==> src/rtl/dpram_hs.sv <==
// dpram_hs: simple dual-port RAM for hiscore tables.
// Port A is write-only and port B is read-only with a registered output.
// After reset the whole array is zero-filled, and busy_o stays high until the fill completes.
module dpram_hs #(
    parameter int unsigned addr_width_g = 8,
    parameter int unsigned data_width_g = 8
) (
    input  logic                    clk_i,
    input  logic                    rst_i,
    input  logic                    we_a_i,
    input  logic [addr_width_g-1:0] addr_a_i,
    input  logic [data_width_g-1:0] data_a_i,
    input  logic [addr_width_g-1:0] addr_b_i,
    output logic [data_width_g-1:0] data_b_o,
    output logic                    busy_o
);

    localparam int unsigned AW    = addr_width_g;
    localparam int unsigned DW    = data_width_g;
    localparam int unsigned DEPTH = 2 ** addr_width_g;

    typedef enum logic {
        ST_CLEAR = 1'b0,
        ST_RUN   = 1'b1
    } state_t;

    state_t          state_q;
    logic [AW-1:0]   ptr_q;
    logic [AW-1:0]   ptr_d;
    logic            busy_q;
    logic [DW-1:0]   data_b_q;

    logic            wr_en_c;
    logic [AW-1:0]   wr_addr_c;
    logic [DW-1:0]   wr_data_c;

    logic [DW-1:0]   mem_q [DEPTH];

    assign ptr_d    = ptr_q + AW'(1);
    assign busy_o   = busy_q;
    assign data_b_o = data_b_q;

    // Clear sequencer: walk the pointer to all-ones, then hand over to normal operation.
    always_ff @(posedge clk_i or posedge rst_i) begin
        if (rst_i) begin
            state_q <= ST_CLEAR;
            ptr_q   <= '0;
            busy_q  <= 1'b1;
        end else begin
            case (state_q)
                ST_CLEAR: begin
                    if (ptr_q == '1) begin
                        state_q <= ST_RUN;
                        busy_q  <= 1'b0;
                    end else begin
                        ptr_q <= ptr_d;
                    end
                end
                ST_RUN: begin
                    state_q <= ST_RUN;
                    busy_q  <= 1'b0;
                end
                default: begin
                    state_q <= ST_CLEAR;
                    busy_q  <= 1'b1;
                end
            endcase
        end
    end

    // Write-port mux: the clear pointer owns the write port until the fill is done.
    always_comb begin
        wr_en_c   = we_a_i;
        wr_addr_c = addr_a_i;
        wr_data_c = data_a_i;
        if (state_q == ST_CLEAR) begin
            wr_en_c   = 1'b1;
            wr_addr_c = ptr_q;
            wr_data_c = '0;
        end
    end

    // Array write. The array has no reset so that it can map onto block RAM.
    always_ff @(posedge clk_i) begin
        if (wr_en_c) begin
            mem_q[wr_addr_c] <= wr_data_c;
        end
    end

    // Registered read with read-before-write behaviour. The output is forced to 0 while clearing.
    always_ff @(posedge clk_i or posedge rst_i) begin
        if (rst_i) begin
            data_b_q <= '0;
        end else if (state_q == ST_CLEAR) begin
            data_b_q <= '0;
        end else begin
            data_b_q <= mem_q[addr_b_i];
        end
    end

endmodule

==> config.mk <==
export PLATFORM = sky130hd
export DESIGN_NAME = dpram_hs
export DESIGN_NICKNAME = d
export VERILOG_FILES = /design/src/rtl/dpram_hs.sv
export SDC_FILE = /design/constraint.sdc
export NUM_CORES = 2
export LEC_CHECK = 0
export BUFFER_PORTS_ARGS = -buffer_cell sky130_fd_sc_hd__buf_4
export CAP_MARGIN = 0
export CORE_UTILIZATION = 57
export CTS_CLUSTER_SIZE = 10
export DETAILED_ROUTE_END_ITERATION = 10
export GPL_TIMING_DRIVEN = 1
export PLACE_DENSITY = 0.79
export RECOVER_POWER = 100
export SYNTH_ARGS = -nofsm -noshare
export SYNTH_HDL_FRONTEND = slang
export SYNTH_SLANG_ARGS = --single-unit
==> constraint.sdc <==
create_clock -name clk_i -period 4.9 [get_ports clk_i]
set_input_delay 0.735 -clock clk_i [delete_from_list [all_inputs] [get_ports clk_i]]
set_output_delay 0.735 -clock clk_i [all_outputs]
set_load 0.01 [all_outputs]
==> impl_metrics.tcl <==
set metrics [dict create \
    final_nets 4277 \
    min_period_ps 4480 \
    hold_path.class "in -> async" \
    slew_violations 686 \
    clockBufferDepth 3 \
    synth-edff-count 2048 \
    die_h_um 380 \
    fin_tns_setup_ps 0 \
    cpPeakStageDelay_ps 1190 \
    cp-start-kind "input port" \
    rows 138 \
    ios 36 \
    worstPathArrival_ps 5180 \
    drt_iter0_drc 6987 \
    gr-total-overflow 0 \
    cts_tree "built" \
    place_congestion 0.914 \
    clock-root-buffer "clkbuf_16" \
    dieArea_mm2 0.144 \
    hpwlAfterDp_um 127000 \
    violations "max-capacitance violations, max-slew violations" \
    rsz0062_at_grt "no" \
    path_class "in -> reg" \
    synth-main-ff-cell "edfxtp_1" \
    portBuffers 35 \
    peakVddDrop_uv 365 \
    area_growth_pct 10.3 \
    routed_wire_length_per_instance_um 34.1 \
    cts_made_buffers 225 \
    p_leak_uw 0.0231 \
    total_power_uw 34900 \
    synth_nets 4120 \
    ys_async_sr_fraction_pct 0.871 \
    clkSinkCount 2066 \
    crit_slowest_cell "nand2_1" \
    drive_above_1_share_pct 18.8 \
    start_util_pct 57.5 \
    crit_chain "buf_4 > nand2_1 > clkbuf_2 > o22a_1 > nand3_1 > a21oi_1 > nor4_1 > nand4_1 > o21ai_1" \
    wirelength_um 212000 \
    grt_pass1_vias 43500 \
    die_w_um 380 \
    antenna_found_initial 14 \
    syn_area_mm2 0.0813 \
    final_area_mm2 0.0896 \
    end_kind "register" \
    grt_max_degree 221 \
    final_util_pct 63.4 \
    postSynthAreaPerCell_um2 19.9 \
    insertion_delay_ps 870 \
    tightestPinTransition_ps 3250 \
    place_area_mm2 0.0837 \
    post_cts_buffers 0 \
    gr-usage-all-layers_pct 29.4 \
    synth_seq_cells 2066 \
    coreArea_mm2 0.141 \
    finClkSkew_ps 51.4 \
    status "finished with violations" \
    cts_resized 0 \
    critPathTopFamily "simple AND/OR/NAND/NOR gates" \
    yosysWarnings 0 \
    finalSetupViolations 0 \
    htreeDepth 4 \
    hold_violations 0 \
    yosysSeqAreaShare_pct 76.2 \
    drc 0 \
    grt_pass1_wl_um 304000 \
    maxCapViolations 11 \
    clk_pin_slew_ps 60 \
    path_buf_inv 2 \
    cts_hold_buf 0 \
    finalCritPeriodShare_pct 91.5 \
    pwr_density_cell_mw_per_mm2 390 \
    synth_cell_types 62 \
    critPathMaxFanout 36 \
    required_ps 5590 \
    viasPerCell 7.01 \
    antenna_left 0 \
    netlist_instances 4092 \
    vias 43600 \
    fmax_mhz 223 \
    slew_headroom_pct -117 \
    dr.pass1.iters 7 \
]
[metal layers]
metal	global-route usage [%]	vias up	wire, um
met5	0	-	92
met4	14.6	14	11900
met3	8.58	674	29600
met2	44.1	3589	97400
met1	39.7	22200	73300
li1	-	17100	-
[placed cells by master, fill, tap and decap left out, drive strengths merged, types with 49 or more instances in the layout]
cell type / Yosys / layout
nand2: 94 / 94
edfxtp: 2048 / 2048
a21oi: 49 / 49
nand3: 58 / 58
clkbuf: 93 / 339
o21ai: 88 / 88
mux4: 372 / 372
nor2: 330 / 330
mux2i: 258 / 258
nor3: 51 / 51
a22oi: 50 / 50
o22ai: 62 / 62
buf: 155 / 127
[through the flow]
| step | std cells | setup slack, ps | hold slack (ps) |
|---|---|---|---|
| after floorplan | 4092 | 1450 | 499 |
| after global placement | 5912 | 497 | 487 |
| after detailed placement | 5912 | 496 | 494 |
| after CTS | 6212 | 1060 | 204 |
| after global routing | 6212 | 420 | 258 |
| final | 6216 | 417 | 249 |
[cell type report]
class                   instances  area, um^2
diodes                          4        10.0
clock buffers                 285        5900
clock inverters                15         282
fillers                      8935       51800
inverters                      15        56.3
multi-input cells            1760       17600
flip-flops and latches       2066       62000
well taps                    1890        2360
repair buffers                181        1510
[where the power goes]
part | total, uW | internal, uW | switching [uW]
logic | 924 | 316 | 608
registers | 19100 | 19100 | 0
clock network | 14900 | 8360 | 6500
total | 34900 | 27800 | 7110
[kinds of logic after synthesis]
group | after synthesis | synth area share (%)
compound gates | 439 | 3.81
mux | 675 | 14.2
buf+inv | 266 | 2.20
simple gates | 639 | 3.48
xor+xnor | 6 | 0.0647
flops | 2066 | 76.2
fa+ha+maj | 1 | 0.0154
[path summary, 6_finish.rpt]
kind                             startpoint  cells after the start  slack (ps)      endpoint
worst max-delay path            addr_b_i[2]                      9         420   data_b_o[0]
worst min-delay path                  rst_i                      2         250       state_q
worst max register to register      state_q                      6         510  mem_q[19][7]
worst min register to register       busy_o                      1         520        busy_o
max in group asynchronous             rst_i                      2        3880   data_b_o[7]
min in group clk_i                   busy_o                      1         520        busy_o
[Yosys cell counts, types with 12 or more instances]
cell type | count | share of area, %
nand2b_1 | 14 | 0.11
nand4_1 | 12 | 0.092
a211oi_1 | 25 | 0.23
a22oi_1 | 50 | 0.46
nand3_1 | 58 | 0.36
and2_1 | 18 | 0.14
nor3_1 | 51 | 0.31
nor2b_1 | 13 | 0.10
mux2_2 | 45 | 0.62
nor4_1 | 20 | 0.15
buf_4 | 33 | 0.30
a221oi_1 | 40 | 0.43
o32ai_1 | 29 | 0.31
buf_6 | 37 | 0.51
buf_1 | 16 | 0.074
nor2_1 | 330 | 1.5
o221ai_1 | 40 | 0.43
nand2_1 | 94 | 0.43
buf_2 | 47 | 0.29
inv_1 | 14 | 0.065
o22ai_1 | 62 | 0.48
dfrtp_1 | 17 | 0.52
a21oi_1 | 49 | 0.30
edfxtp_1 | 2048 | 76
mux4_1 | 15 | 0.49
mux4_2 | 357 | 9.9
o21ai_0 | 84 | 0.52
clkbuf_1 | 91 | 0.42
mux2i_1 | 258 | 3.2
[flip-flops by register name, summed over array words and instances (netlist names)]
name,cells
mem_q,2048
data_b_o,8
ptr_q,8
busy_o,1
state_q,1
Note: power is estimated with default switching activity, not from simulation.
